<file path="config.mk">
export PLATFORM = sky130hd
export DESIGN_NAME = t_toggle_req
export DESIGN_NICKNAME = d
export VERILOG_FILES = /design/src/rtl/t_toggle_req.sv
export SDC_FILE = /design/constraint.sdc
export NUM_CORES = 1
export LEC_CHECK = 0
export CORE_MARGIN = 4
export CORE_UTILIZATION = 49
export CTS_CLUSTER_DIAMETER = 150
export CTS_CLUSTER_SIZE = 28
export DETAILED_ROUTE_END_ITERATION = 12
export PLACE_DENSITY = 0.74
export SLEW_MARGIN = 20
export SYNTH_ARGS = -nofsm -noshare
export SYNTH_HDL_FRONTEND = slang
export SYNTH_SLANG_ARGS = --single-unit
</file>
<file path="constraint.sdc">
create_clock -name clk -period 2 [get_ports clk]
set_clock_uncertainty 0.05 [all_clocks]
set_input_delay 0.3 -clock clk [delete_from_list [all_inputs] [get_ports clk]]
set_output_delay 0.3 -clock clk [all_outputs]
set_load 0.01 [all_outputs]
</file>
<file path="src/rtl/t_toggle_req.sv">
// ---------------------------------------------------------------------------
// t_toggle_req
//
// Purpose:
//   Debounced toggle-request generator for a T flip-flop stage. A raw,
//   asynchronous push-button level is synchronized and then debounced by a
//   four-state FSM. Each accepted press produces one single-cycle `t` pulse,
//   provided `en` is high at the accepting edge. Releases are debounced the
//   same way but never produce `t`.
//
// Parameters:
//   SYNC_STAGES  synchronizer depth on btn (2..4)
//   DB_CYCLES    consecutive identical samples needed to accept a change
//                (2..65535)
//   CNT_W        width of press_cnt
//
// Ports:
//   clk        in   rising-edge clock
//   rst        in   asynchronous active-high reset, release sampled on clk
//   btn        in   raw button level, asynchronous, may bounce
//   en         in   pulse enable, sampled only at the press-accepting edge
//   t          out  registered one-cycle toggle request
//   db_level   out  registered debounced button level
//   press_cnt  out  number of emitted t pulses, wraps modulo 2^CNT_W
// ---------------------------------------------------------------------------
module t_toggle_req #(
  parameter int unsigned SYNC_STAGES = 2,
  parameter int unsigned DB_CYCLES   = 16,
  parameter int unsigned CNT_W       = 8
) (
  input  logic             clk,
  input  logic             rst,
  input  logic             btn,
  input  logic             en,
  output logic             t,
  output logic             db_level,
  output logic [CNT_W-1:0] press_cnt
);

  // Debounce counter must hold values up to DB_CYCLES.
  localparam int unsigned DB_W = $clog2(DB_CYCLES + 1);

  // Count value at which the next matching sample accepts the new level.
  localparam logic [DB_W-1:0] DB_LAST = DB_W'(DB_CYCLES - 1);

  typedef enum logic [1:0] {
    ST_IDLE   = 2'd0,   // stable released, db_level = 0
    ST_ARM_HI = 2'd1,   // counting a candidate press
    ST_HIGH   = 2'd2,   // stable pressed, db_level = 1
    ST_ARM_LO = 2'd3    // counting a candidate release
  } state_e;

  // -------------------------------------------------------------------------
  // Registers
  // -------------------------------------------------------------------------
  logic [SYNC_STAGES-1:0] sync_q;
  state_e                 state_q, state_d;
  logic [DB_W-1:0]        cnt_q,   cnt_d;
  logic                   t_q,     t_d;
  logic                   db_q,    db_d;
  logic [CNT_W-1:0]       press_q, press_d;

  // Synchronized button level (last synchronizer stage).
  logic btn_s_c;
  assign btn_s_c = sync_q[SYNC_STAGES-1];

  // Synchronizer chain: btn enters at bit 0 and shifts toward the MSB.
  always_ff @(posedge clk or posedge rst) begin
    if (rst) begin
      sync_q <= '0;
    end else begin
      sync_q <= {sync_q[SYNC_STAGES-2:0], btn};
    end
  end

  // State, debounce counter and output registers.
  always_ff @(posedge clk or posedge rst) begin
    if (rst) begin
      state_q <= ST_IDLE;
      cnt_q   <= '0;
      t_q     <= 1'b0;
      db_q    <= 1'b0;
      press_q <= '0;
    end else begin
      state_q <= state_d;
      cnt_q   <= cnt_d;
      t_q     <= t_d;
      db_q    <= db_d;
      press_q <= press_d;
    end
  end

  // Next-state, counter and output logic; t defaults low so it is a pulse.
  always_comb begin
    state_d = state_q;
    cnt_d   = cnt_q;
    t_d     = 1'b0;
    db_d    = db_q;
    press_d = press_q;

    unique case (state_q)
      ST_IDLE: begin
        if (btn_s_c) begin
          // This sample is the first of the DB_CYCLES needed.
          state_d = ST_ARM_HI;
          cnt_d   = DB_W'(1);
        end else begin
          cnt_d   = '0;
        end
      end

      ST_ARM_HI: begin
        if (!btn_s_c) begin
          // Bounce: fall back with no visible effect.
          state_d = ST_IDLE;
          cnt_d   = '0;
        end else if (cnt_q == DB_LAST) begin
          // Press accepted; en decides whether it is reported or consumed.
          state_d = ST_HIGH;
          cnt_d   = '0;
          db_d    = 1'b1;
          if (en) begin
            t_d     = 1'b1;
            press_d = press_q + CNT_W'(1);
          end
        end else begin
          cnt_d   = cnt_q + DB_W'(1);
        end
      end

      ST_HIGH: begin
        if (!btn_s_c) begin
          state_d = ST_ARM_LO;
          cnt_d   = DB_W'(1);
        end else begin
          cnt_d   = '0;
        end
      end

      ST_ARM_LO: begin
        if (btn_s_c) begin
          state_d = ST_HIGH;
          cnt_d   = '0;
        end else if (cnt_q == DB_LAST) begin
          // Release accepted; never produces a toggle request.
          state_d = ST_IDLE;
          cnt_d   = '0;
          db_d    = 1'b0;
        end else begin
          cnt_d   = cnt_q + DB_W'(1);
        end
      end

      default: begin
        state_d = ST_IDLE;
        cnt_d   = '0;
        db_d    = 1'b0;
      end
    endcase
  end

  assign t         = t_q;
  assign db_level  = db_q;
  assign press_cnt = press_q;

endmodule

</file>
; ---- Word level (Yosys, flattened, before mapping)
; Index checks and enable logic that the tools add are counted.
[totals]
register_bits = 19
memories = 0
mem_bits_rw = 0
in_bits = 4
rom_bits = 0
latchBits = 0
out_inout_bits = 10
[op_classes]
n_mul = 0
n_shift = 0
div_mod_pow = 0
n_bitwise = 0
n_reduce_logical = 5
n_lt_le_gt_ge = 0
n_mux = 22
add_sub_neg = 2
eq_ne = 12
[ops]
columns = operator, n
row1 = $pmux 5 s4, 1
row2 = $mux 5, 3
row3 = $mux 2, 6
row4 = $ne 2x2->1 const B, 6
row5 = $mux 1, 10
row6 = $add 8x1->8 const B, 1
row7 = $pmux 2 s4, 1
row8 = $reduce_and 4->1, 2
row9 = $ne 3x3->1 const B, 2
row10 = $add 5x1->5 const B, 1
row11 = $eq 5x4->1 const B, 1
row12 = $reduce_and 5->1, 1
row13 = $eq 2x2->1 const B, 2
row14 = $eq 2x1->1 const B, 1
row15 = $logic_not 2->1, 1
row16 = $pmux 1 s2, 1
row17 = $reduce_bool 2->1, 1

; ---- Depth between registers and ports, before layout
[depth]
depth_word = 4
mapped_depth = 6
depth_no_buf = 5

; ---- Worst setup path after synthesis
; No wires, ideal clock.
[synth_timing]
path_type = register to register
from = reg cnt_q[0]
to = reg press_q[1] (netlist: press_cnt[1])
path_stages_with_launch = 6
setup_slack_ns = 0.402
t_arrival_ns = 1.423
required_ns = 1.825
period_less_slack_ns = 1.598
cell_sequence = dfrtp_1 > ha_1 > and4b_4 > and4_1 > buf_4 > mux2_2
[synth_via]
elab_chain_cells = 2
[synth_rtl]
columns = element, line_no
row1 = from (decl), 58  ; logic [DB_W-1:0] cnt_q, cnt_d;
row2 = from (signal assigned), 86  ; cnt_q <= cnt_d;
row3 = $eq 5x4->1, 117  ; end else if (cnt_q == DB_LAST) begin
row4 = $reduce_and 4->1 (no line), -
row5 = to (signal assigned), 89  ; press_q <= press_d;
row6 = to (decl), 61  ; logic [CNT_W-1:0] press_q, press_d;
; No other way between the ends.
; A chain may end at the register's enable or synchronous reset.

; ---- Worst setup path in the final report
; Same ends and word-level chain as after synthesis.

==> impl_metrics.csv <==
group,metric,value,unit
logic_synthesis,synthFlopType,"dfrtp_1",
timing,period_needed,1.751,ns
logic_synthesis,netlist_area,784.5,um^2
placement,dp.cells,92,
logic_synthesis,netlist_instances,63,
clock_tree,cts_tree,"yes",
timing,timing.final.ws_setup,0.2490,ns
floorplanning,die_width,48.01,um
drt,wl_per_cell,11.80,um
timing,slew_headroom,82.00,%
clock_tree,cts_root_buffer,"clkbuf_4",
finish,drive_gt1_share,7.500,%
placement,placement.io_buffers,13,
setup_path,startpoint_type,"flip-flop",
global_route,largest_net_degree_at_the_start_of_global_routing,20,
setup_path,worstPathCellList,"ha_1, and4b_4, and4_1, mux2_2",
setup_path,crit_path_end_kind,"flip-flop",
logic_synthesis,synthesis.yosys.warnings,0,
logic_synthesis,syn-num-nets,69,
logic_synthesis,number_of_enable_type_register_cells_in_the_synthesized_netlist,0,
drt,routed_wirelength,1133,um
min_path,hold_crit_class,"in2async",
power,power-per-cell-area,627.1,nW/um^2
setup_path,timing.reg2reg.worst_path_depth,4,
finish,area_growth,22.49,%
setup_path,r2r-end,"press_cnt[1]",
clock_tree,insertion_delay,0.29,ns
power,power.combinational.fraction,4.0,%
setup_path,data_required_time_of_the_worst_path,2.13,ns
timing,timing.fmax,0.5711,GHz
timing,post-route-period-util,87.55,%
timing,report.final.slew_viol_count,0,
global_route,groute.usage.overall,11.67,%
logic_synthesis,avgSynthCellArea,12.45,um^2
setup_path,critical-path-max-stage-delay,0.38,ns
floorplanning,core_region_area,1506,um^2
finish,multi_input_comb_area,297.8,um^2
finish,fill_cells,126,
logic_synthesis,synthDistinctLibCells,22,
logic_synthesis,synth_most_common_cell,"dfrtp_1",
power,p_int,478.7,uW
flow_run,timing.max_cap.violations,0,
logic_synthesis,post_synth_main_area_contributors,"dfrtp_1, xnor2_1, xor2_1, ha_1, nand4_1",
setup_path,r2r-start,"cnt_q[0]",
global_route,first_global_vias,459,
global_route,grt_antenna_before_repair,0,
timing,worst_hold_slack,0.2617,ns
floorplanning,initial_core_util,52.08,%
timing,setup_tns,0,ns
power,clkPwrFrac,30.6,%
finish,seq_area,475.5,um^2
power,share_seq_of_total_power,65.4,%
clock_tree,clock_sink_count,19,
power,vdd.ir_drop.worst,0.4024,mV
floorplanning,io_pins,14,
global_route,grt_remaining_overflow,0,
finish,fin_cells,96,
finish,design.final.nets,87,
timing,final_hold_viol_count,0,
power,sw_frac_of_total,20.55,%
clock_tree,clk_pin_slew,0.10,ns
floorplanning,die_height,48.01,um
clock_tree,holdBufCountCts,0,
floorplanning,row_count,14,
power,static-leakage-power,0.4453,nW
floorplanning,design.die.area,2305,um^2
placement,dpl.hpwl,844.8,um
timing,finalSetupViolations,0,
drt,final_ant_viol_nets,0,
drt,first_iter_violations,1,
placement,gp_routability_congestion,0.6827,
global_route,first_pass_grt_wire_length,1842,um
finish,antenna_cells,0,
clock_tree,numCtsBuffers,3,
placement,pre_cts_slack,0.2021,ns
power,power_switching,123.9,uW
setup_path,timing.critical_path.slowest_stage_cell,"dfrtp_1",
timing,worstMarginPinSlew,0.2700,ns
setup_path,crit_arrival,1.88,ns
setup_path,crit_fanout,8,
logic_synthesis,ys_seq_area_share,60.61,%
clock_tree,setup_fix_buffers_added_after_clock_tree_synthesis,0,
logic_synthesis,yosys.area.top_type,"dfrtp_1",
logic_synthesis,synth.top_cells.by_count,"dfrtp_1, xnor2_1, nand2_1",
drt,via_per_inst,5.417,
drt,drcViolationCount,0,
logic_synthesis,async_flop_share,100.0,%
outcome,outcome,"finished, final reports clean",
logic_synthesis,postSynthRegisterBits,19,
clock_tree,cts_htree_levels,1,
clock_tree,post_cts.resized_instances,0,
clock_tree,cts_max_path_buffers,2,
logic_synthesis,synth_top_area_share,60.61,%
setup_path,worst-setup-path-type,"reg2reg",
drt,first_pass_iters,3,
drt,vias,520,
setup_path,regToRegSetupSlack,0.25,ns
timing,grt_setup_unrepaired,"no",
cells by family after synthesis:
kind of cell,share of synthesized area (%)
DFF,60.61
buffers and inverters,1.435
xor gates and xnor gates,11.17
and+or+nand+nor,18.82
muxes,1.435
adders and majority gates,3.189
AOI/OAI and AO/OA,3.350
worst max-delay path: cells and delay by family (launching register included):
family / cells / cell delay (ns)
AND/OR/NAND/NOR: 2 / 0.64
adder cells (fa/ha/maj): 1 / 0.21
flip-flops: 1 / 0.38
multiplexers: 1 / 0.37
stage by stage:
step | total power [mW] | util, % | cell area (um^2)
6_report | 0.6026 | 63.79 | 960.9
5_1_grt | 0.6253 | 63.79 | 960.9
4_1_cts | 0.6084 | 63.79 | 960.9
3_5_place_dp | 0.4264 | 62.04 | 934.6
3_3_place_gp | 0.4260 | 62.04 | 934.6
2_1_floorplan | 0.4147 | - | 784.5
cell usage in the layout (no fill, tap or decap):
cell / instances
and4b_4: 1
nand3_1: 2
clkbuf_4: 3
ha_1: 2
dfrtp_1: 19
and2_1: 2
clkdlybuf4s50_1: 13
a21o_1: 1
nand4b_1: 1
and4_1: 1
buf_4: 1
and3_1: 3
nor3b_1: 1
clkbuf_1: 1
nor3_1: 2
nand4_1: 4
inv_1: 1
o21ai_0: 2
xor2_1: 3
xnor2_1: 7
a2bb2oi_1: 1
mux2_2: 1
nor2b_1: 1
nand2_1: 5
nor2_1: 2
state kept, by name, summed over array words and instances, names as in the netlist, named ones only:
name	cells
cnt_q	5
t	1
state_q	1
db_level	1
press_cnt	8
sync_q	2
power by group through the flow:
stage               Clock, mW  Combinational [mW]  Sequential, mW
floorplan                   0              0.0139           0.401
global placement            0              0.0244           0.402
detailed placement          0              0.0246           0.402
CTS                     0.189              0.0248           0.394
global route            0.203              0.0270           0.395
finish                  0.184              0.0241           0.394
worst max path at each step:
stage                   from  slack (ns)  depth (start not counted)      endpoint
CTS                 cnt_q[0]        0.23                          5  press_cnt[3]
detailed placement        en        0.20                          4  press_cnt[1]
global route        cnt_q[0]        0.10                          5  press_cnt[3]
global placement          en        0.22                          4  press_cnt[1]
finish              cnt_q[0]        0.25                          4  press_cnt[1]
floorplan           cnt_q[0]        0.40                          5  press_cnt[1]
routing by layer:
metal	global-route usage, %	share of wire (%)	vias up
met5	0	0	-
met4	6.452	0	0
met3	2.632	5.1	0
met2	19.00	49	9
met1	14.18	46	257
li1	-	-	254
layout make-up:
cell class	instances	area share (%)
Tap cell	16	2.083
Clock buffer	4	2.734
Timing Repair Buffer	14	14.32
Sequential cell	19	49.48
Inverter	1	0.3906
Multi-Input combinational cell	42	30.99
(Power assumes the default switching activity.)
